$ cat src/rtl/pistorm_pkg.sv
// Shared register map, status layout, request payload and issue FSM states.
package pistorm_pkg;

  localparam logic [1:0] REG_DATA    = 2'd0;
  localparam logic [1:0] REG_ADDR_LO = 2'd1;
  localparam logic [1:0] REG_ADDR_HI = 2'd2;
  localparam logic [1:0] REG_STATUS  = 2'd3;

  localparam int unsigned STAT_BUSY_BIT = 15;
  localparam int unsigned STAT_OVF_BIT  = 14;
  localparam int unsigned STAT_CNT_LSB  = 11;

  localparam int unsigned HI_BYTE_BIT = 8;
  localparam int unsigned HI_RW_BIT   = 9;
  localparam int unsigned HI_FC_LSB   = 10;

  typedef struct packed {
    logic [23:0] addr;
    logic [15:0] wdata;
    logic        rw;
    logic        uds_n;
    logic        lds_n;
    logic [2:0]  fc;
  } txn_t;

  typedef enum logic [1:0] {
    ST_IDLE  = 2'd0,
    ST_ISSUE = 2'd1,
    ST_WAIT  = 2'd2
  } state_t;

endpackage

$ cat src/rtl/pistorm_sync_fifo.sv
// Small synchronous FIFO of bus requests; a push into a full FIFO is accepted only alongside a pop.
module pistorm_sync_fifo
  import pistorm_pkg::*;
#(
  parameter int unsigned DEPTH = 4
) (
  input  logic                         clk,
  input  logic                         rst_n,
  input  logic                         i_push,
  input  logic                         i_pop,
  input  txn_t                         i_data,
  output txn_t                         o_data,
  output logic                         o_full,
  output logic                         o_empty,
  output logic [$clog2(DEPTH+1)-1:0]   o_count
);

  localparam int unsigned PTR_W = (DEPTH > 1) ? $clog2(DEPTH) : 1;
  localparam int unsigned CNT_W = $clog2(DEPTH + 1);

  txn_t             r_mem [DEPTH];
  logic [PTR_W-1:0] r_wptr;
  logic [PTR_W-1:0] r_rptr;
  logic [CNT_W-1:0] r_count;
  logic             w_do_push;
  logic             w_do_pop;

  assign o_full    = (r_count == CNT_W'(DEPTH));
  assign o_empty   = (r_count == '0);
  assign w_do_pop  = i_pop & ~o_empty;
  assign w_do_push = i_push & (~o_full | w_do_pop);
  assign o_data    = r_mem[r_rptr];
  assign o_count   = r_count;

  // Storage array; contents are don't-care until written.
  always_ff @(posedge clk) begin
    if (w_do_push) begin
      r_mem[r_wptr] <= i_data;
    end
  end

  // Pointers wrap naturally at the power-of-two depth; count tracks occupancy.
  always_ff @(posedge clk or negedge rst_n) begin
    if (!rst_n) begin
      r_wptr  <= '0;
      r_rptr  <= '0;
      r_count <= '0;
    end else begin
      if (w_do_push) r_wptr <= r_wptr + PTR_W'(1);
      if (w_do_pop)  r_rptr <= r_rptr + PTR_W'(1);
      case ({w_do_push, w_do_pop})
        2'b10:   r_count <= r_count + CNT_W'(1);
        2'b01:   r_count <= r_count - CNT_W'(1);
        default: r_count <= r_count;
      endcase
    end
  end

endmodule

$ cat src/rtl/pistorm_txn_queue.sv
// Pi register front end: decodes GPIO strobes, queues 68k requests, issues them one at a time.
module pistorm_txn_queue
  import pistorm_pkg::*;
#(
  parameter int unsigned DEPTH = 4
) (
  input  logic        PI_CLK,
  input  logic        RST_n,
  input  logic [1:0]  PI_A,
  input  logic        PI_RD,
  input  logic        PI_WR,
  input  logic [15:0] PI_D_IN,
  output logic [15:0] PI_D_OUT,
  output logic        PI_D_OE,
  output logic        PI_TXN_IN_PROGRESS,
  output logic        OP_VALID,
  input  logic        OP_READY,
  output logic [23:0] OP_ADDR,
  output logic [15:0] OP_WDATA,
  output logic        OP_RW,
  output logic        OP_UDS_n,
  output logic        OP_LDS_n,
  output logic [2:0]  OP_FC,
  input  logic        DONE,
  input  logic [15:0] DONE_RDATA
);

  localparam int unsigned CNT_W = $clog2(DEPTH + 1);
  localparam txn_t OP_RESET = '{addr: '0, wdata: '0, rw: 1'b1, uds_n: 1'b1, lds_n: 1'b1, fc: '0};

  logic             r_rd_s1, r_rd_s2;
  logic             r_wr_s1, r_wr_s2, r_wr_s3;
  logic [15:0]      r_wdata_hold, r_addr_lo_hold, r_rdata;
  logic             r_lo_pending, r_ovf, r_busy, r_op_valid, r_d_oe;
  logic [15:0]      r_d_out;
  txn_t             r_op;
  state_t           r_state, w_state_nxt;
  logic             w_wr_rise, w_commit, w_push, w_pop, w_overflow, w_busy, w_launch;
  logic             w_full, w_empty;
  logic [CNT_W-1:0] w_count;
  txn_t             w_entry, w_head;
  logic [15:0]      w_status;

  // Two-flop synchronizers plus one edge-detect register on the Pi strobes.
  always_ff @(posedge PI_CLK or negedge RST_n) begin
    if (!RST_n) begin
      r_rd_s1 <= 1'b0;
      r_rd_s2 <= 1'b0;
      r_wr_s1 <= 1'b0;
      r_wr_s2 <= 1'b0;
      r_wr_s3 <= 1'b0;
    end else begin
      r_rd_s1 <= PI_RD;
      r_rd_s2 <= r_rd_s1;
      r_wr_s1 <= PI_WR;
      r_wr_s2 <= r_wr_s1;
      r_wr_s3 <= r_wr_s2;
    end
  end

  assign w_wr_rise  = r_wr_s2 & ~r_wr_s3;
  assign w_commit   = w_wr_rise & (PI_A == REG_ADDR_HI);
  assign w_pop      = (r_state == ST_ISSUE) & OP_READY;
  assign w_push     = w_commit & (~w_full | w_pop);
  assign w_overflow = w_commit & w_full & ~w_pop;
  assign w_busy     = r_lo_pending | (w_count != '0) | (r_state != ST_IDLE);

  // Assemble a request from the ADDR_HI write and the held DATA/ADDR_LO values.
  always_comb begin
    w_entry       = '0;
    w_entry.addr  = {PI_D_IN[7:0], r_addr_lo_hold};
    w_entry.wdata = r_wdata_hold;
    w_entry.rw    = PI_D_IN[HI_RW_BIT];
    w_entry.fc    = PI_D_IN[HI_FC_LSB +: 3];
    if (PI_D_IN[HI_BYTE_BIT]) begin
      w_entry.uds_n = r_addr_lo_hold[0];
      w_entry.lds_n = ~r_addr_lo_hold[0];
    end
  end

  // Pi register writes: holding registers, pending low half, sticky overflow.
  always_ff @(posedge PI_CLK or negedge RST_n) begin
    if (!RST_n) begin
      r_wdata_hold   <= '0;
      r_addr_lo_hold <= '0;
      r_lo_pending   <= 1'b0;
      r_ovf          <= 1'b0;
    end else begin
      if (w_wr_rise) begin
        unique case (PI_A)
          REG_DATA:    r_wdata_hold <= PI_D_IN;
          REG_ADDR_LO: begin
            r_addr_lo_hold <= PI_D_IN;
            r_lo_pending   <= 1'b1;
          end
          REG_ADDR_HI: r_lo_pending <= 1'b0;
          REG_STATUS:  if (PI_D_IN[STAT_OVF_BIT]) r_ovf <= 1'b0;
          default:     ;
        endcase
      end
      if (w_overflow) r_ovf <= 1'b1;
    end
  end

  pistorm_sync_fifo #(
    .DEPTH (DEPTH)
  ) u_fifo (
    .clk     (PI_CLK),
    .rst_n   (RST_n),
    .i_push  (w_push),
    .i_pop   (w_pop),
    .i_data  (w_entry),
    .o_data  (w_head),
    .o_full  (w_full),
    .o_empty (w_empty),
    .o_count (w_count)
  );

  // Issue FSM state register.
  always_ff @(posedge PI_CLK or negedge RST_n) begin
    if (!RST_n) r_state <= ST_IDLE;
    else        r_state <= w_state_nxt;
  end

  // Issue FSM next state: one outstanding request at a time.
  always_comb begin
    w_state_nxt = r_state;
    unique case (r_state)
      ST_IDLE:  if (!w_empty) w_state_nxt = ST_ISSUE;
      ST_ISSUE: if (OP_READY) w_state_nxt = ST_WAIT;
      ST_WAIT:  if (DONE)     w_state_nxt = ST_IDLE;
      default:  w_state_nxt = ST_IDLE;
    endcase
  end

  assign w_launch = (r_state == ST_IDLE) && (w_state_nxt == ST_ISSUE);

  // Request outputs: latch the FIFO head on launch, hold it until accepted.
  always_ff @(posedge PI_CLK or negedge RST_n) begin
    if (!RST_n) begin
      r_op       <= OP_RESET;
      r_op_valid <= 1'b0;
    end else if (w_launch) begin
      r_op       <= w_head;
      r_op_valid <= 1'b1;
    end else if (w_pop) begin
      r_op_valid <= 1'b0;
    end
  end

  // Read data capture on completion of a read cycle.
  always_ff @(posedge PI_CLK or negedge RST_n) begin
    if (!RST_n)                                        r_rdata <= '0;
    else if ((r_state == ST_WAIT) && DONE && r_op.rw)  r_rdata <= DONE_RDATA;
  end

  // Status word as seen by the Pi.
  always_comb begin
    w_status                       = '0;
    w_status[STAT_BUSY_BIT]        = w_busy;
    w_status[STAT_OVF_BIT]         = r_ovf;
    w_status[STAT_CNT_LSB +: 3]    = 3'(w_count);
  end

  // Pi read bus and busy flag, re-evaluated every cycle.
  always_ff @(posedge PI_CLK or negedge RST_n) begin
    if (!RST_n) begin
      r_d_out <= '0;
      r_d_oe  <= 1'b0;
      r_busy  <= 1'b0;
    end else begin
      r_busy  <= w_busy;
      r_d_out <= '0;
      r_d_oe  <= 1'b0;
      if (r_rd_s2 && (PI_A == REG_DATA)) begin
        r_d_out <= r_rdata;
        r_d_oe  <= 1'b1;
      end else if (r_rd_s2 && (PI_A == REG_STATUS)) begin
        r_d_out <= w_status;
        r_d_oe  <= 1'b1;
      end
    end
  end

  assign PI_D_OUT           = r_d_out;
  assign PI_D_OE            = r_d_oe;
  assign PI_TXN_IN_PROGRESS = r_busy;
  assign OP_VALID           = r_op_valid;
  assign OP_ADDR            = r_op.addr;
  assign OP_WDATA           = r_op.wdata;
  assign OP_RW              = r_op.rw;
  assign OP_UDS_n           = r_op.uds_n;
  assign OP_LDS_n           = r_op.lds_n;
  assign OP_FC              = r_op.fc;

endmodule

$ cat config.mk
export PLATFORM = sky130hd
export DESIGN_NAME = pistorm_txn_queue
export DESIGN_NICKNAME = d
export VERILOG_FILES = /design/src/rtl/pistorm_pkg.sv /design/src/rtl/pistorm_sync_fifo.sv /design/src/rtl/pistorm_txn_queue.sv
export SDC_FILE = /design/constraint.sdc
export NUM_CORES = 1
export LEC_CHECK = 0
export CORE_AREA = 2 2 167 169
export CTS_CLUSTER_SIZE = 28
export DETAILED_ROUTE_END_ITERATION = 10
export DIE_AREA = 0 0 169 171
export GPL_ROUTABILITY_DRIVEN = 0
export HOLD_SLACK_MARGIN = 0.02
export MAX_ROUTING_LAYER = met4
export PLACE_DENSITY_LB_ADDON = 0.2
export SYNTH_ARGS = -nofsm -noshare
export SYNTH_HDL_FRONTEND = slang
export SYNTH_HIERARCHICAL = 1
export SYNTH_SLANG_ARGS = --single-unit
$ cat constraint.sdc
create_clock -name PI_CLK -period 2.4 [get_ports PI_CLK]
set_input_delay 0.36 -clock PI_CLK [delete_from_list [all_inputs] [get_ports PI_CLK]]
set_output_delay 0.36 -clock PI_CLK [all_outputs]
set_load 0.01 [all_outputs]
==> impl_metrics.yaml <==
placed_design:
  pre_cts_ws_ns: -0.166
  portBuffers: 104
  dpl.hpwl_mm: 13.2
  dpl_cell_area_mm2: 0.0135
floorplanning:
  die_area_mm2: 0.0289
  io_pins: 105
  die_x_um: 169
  core.rowCount: 61
  chipHeight_um: 171
  start_util_pct: 43.1
  coreArea_mm2: 0.0273
power:
  power_density_mw_per_mm2: 1180
  vdd_drop_max_mv: 0.710
  p_leak_uw: 0.00548
sta:
  slew_viol_final: 0
  rsz0062_at_grt: "no"
  hold_violations: 0
  clock_skew_ns: 0.0278
  setup_viol_count_final: 0
  tightestPinTransition_ns: 0.538
  max_slew_margin_pct: 64.2
  fmax_ghz: 0.444
  final.min_clock_period_ns: 2.25
  worst_slack_ns: 0.150
  finalCritPeriodShare_pct: 93.8
routing:
  wl_per_cell_um: 20.3
  drc: 0
  vias: 5541
  dr.pass1.iters: 4
  drtIter0Drc: 410
  wl_met2_mm: 11.0
  met3WireLength_um: 901
  drt-met1-wl_mm: 9.57
  avgViaCountPerCell: 5.14
  drt-total-wl_mm: 21.9
  postRouteAntennaNets: 0
  highest_layer: "met4"
synthesis:
  ys_types: 41
  mappedNetlistNets: 613
  ys_top_cells_by_area: "edfxtp_1 47%, dfrtp_1 27%, mux4_2 8.8%"
  synth-seq-area-share_pct: 74.3
  ys_seq_elements: 313
  synth_largest_area_cell: "edfxtp_1"
  syn_inst: 563
  syn_area_mm2: 0.0118
  ys.warnings.count: 6
  synthArstFlopShare_pct: 41.2
  syn_area_per_cell_um2: 20.9
  synth_edf_count: 184
  post-synth-top-area-fraction_pct: 46.9
  synthFlopType: "edfxtp_1"
global_routing:
  grt_pass1_vias: 5950
  grt_overflow: 0
  antenna_found_initial: 0
  track_usage_pct: 16.2
  grt_pass1_wl_mm: 34.6
  grt_max_degree: 48
critical_path:
  r2r_start: "u_fifo/o_count[0]"
  reg2reg_slack_ns: 0.15
  worst_r2r_endpoint: "u_fifo/o_count[2]"
  worst_ep_required_time_ns: 2.89
  cp-start-kind: "register"
  reg2regPathDepth: 11
  cp-end-kind: "register"
  critPathArrivalTime_ns: 2.74
  worstSetupPathType: "reg2reg"
  cp_max_fo: 2
final_layout:
  nNetsFinal: 757
  design_area_mm2: 0.0145
  drive_gt1_share_pct: 32.2
  mostFrequentLayoutCells: "184 x edfxtp_1, 124 x dfrtp_1, 103 x clkdlybuf4s50_1"
  syn_to_final_growth_pct: 23.2
  antennaDiodeCount: 0
  nFillCells: 2134
  layout.cells.most_common: "edfxtp_1"
cts:
  clockBufferDepth: 3
  tritoncts: "yes"
  clk-insertion-delay-late_ns: 0.56
  clock-sinks: 313
  path_clk_slew_ns: 0.06
  cts_buffers: 31
  cts-root-buf: "clkbuf_16"
  h-tree-depth: 1
flow_run:
  maxCapViolCount: 0
hold_path:
  min_path_cells: 1
  hp-start: "PI_WR"
  hold_end: "r_wr_s1"
  min_path_type: "in2reg"
status:
  status: "completed"
==> critical path, stage by stage, from the launching register on <==
cell	delay [ns]
dfrtp_1	0.37
or3b_1	0.42
inv_1	0.12
a21oi_2	0.08
o21a_4	0.13
inv_1	0.05
ha_1	0.16
inv_1	0.06
fa_1	0.38
xor2_1	0.15
nor2_1	0.11
xor2_1	0.15
==> worst max path at each step <==
stage,startpoint,end,slack [ns],cells after the start
after CTS,u_fifo/o_count[0],u_fifo/o_count[2],0.15,11
after detailed placement,PI_A[0],u_fifo/o_count[1],-0.17,11
after floorplan,u_fifo/o_count[0],u_fifo/o_count[2],0.21,11
after global routing,r_state[1],u_fifo/o_count[2],0.04,10
after global placement,PI_A[0],u_fifo/o_count[2],-0.06,13
final,u_fifo/o_count[0],u_fifo/o_count[2],0.15,11
==> routing by layer <==
metal | global-route usage, % | vias to the layer above
met2 | 27.0 | 117
met4 | 3.94 | 0
met1 | 21.4 | 2922
met5 | - | -
met3 | 2.34 | 33
li1 | - | 2469
==> kinds of logic (layout without fill, tap and decap cells) <==
group,count (synthesis),count (layout),share of synthesized area [%]
compound gates,15,15,0.966
xor+xnor,6,6,0.446
fa+ha+maj,10,10,1.13
buf+inv,32,201,1.85
flops,313,313,74.3
mux,141,141,18.8
simple gates,46,46,2.50
==> cells in the mapped netlist, types with 3 or more instances <==
library cell and number:
buf_4 7, mux2_4 30, edfxtp_1 184, nor2b_1 7
a22oi_1 3, xnor2_1 3, and2_2 4, mux2_2 65
mux4_2 46, ha_1 9, buf_2 6, inv_1 10
nor2_1 3, and3_1 12, nand2_1 9, dfrtp_1 126
buf_12 3, dfstp_2 3, xor2_1 3, clkbuf_1 4
==> power by group <==
group          leakage (uW)  internal [uW]  switching [uW]
combinational       0.00175           2940            1920
sequential          0.00322           6770             636
clock              0.000514           2910            1960
total               0.00548          12600            4510
==> sequential cells by signal, summed over array words and instances (netlist names), 2 cells and up <==
register and flops:
u_fifo/r_rptr 2, u_fifo/o_count 3, OP_WDATA 16, r_addr_lo_hold 16
u_fifo/r_wptr 2, OP_FC 3, r_wdata_hold 16, PI_D_OUT 16
OP_ADDR 24, r_state 2, r_rdata 16, u_fifo/r_mem 184
==> timing repair <==
action | in CTS | in global routing
buffers inserted | 0 | 0
endpoints found under the hold margin | 44 | 0
gates resized for setup | 0 | 2
hold buffers | 1 | 0
endpoints found under the setup margin | 0 | 1
==> cell type report <==
type	instances	area (um2)	share of cell area, %
Sequential cell	313	8760	60.3
Multi-Input combinational cell	218	2820	19.4
Timing Repair Buffer	133	1430	9.82
Clock buffer	35	791	5.45
Tap cell	346	433	2.98
Clock inverter	23	248	1.71
Inverter	10	37.5	0.259
==> metrics by stage <==
| stage | std cells | power (uW) | hold WS (ns) | utilization [%] | setup TNS, ns |
|---|---|---|---|---|---|
| 2_1_floorplan | 563 | 10600 | 0.0644 | - | 0 |
| 3_3_place_gp | 1019 | 12300 | 0.332 | 49.3 | -0.0608 |
| 3_5_place_dp | 1019 | 12400 | 0.337 | 49.3 | -0.742 |
| 4_1_cts | 1078 | 17400 | 0.204 | 53.1 | 0 |
| 5_1_grt | 1078 | 18000 | 0.211 | 53.1 | 0 |
| 6_report | 1078 | 17100 | 0.232 | 53.1 | 0 |
Note: power is estimated with default switching activity, not from simulation.
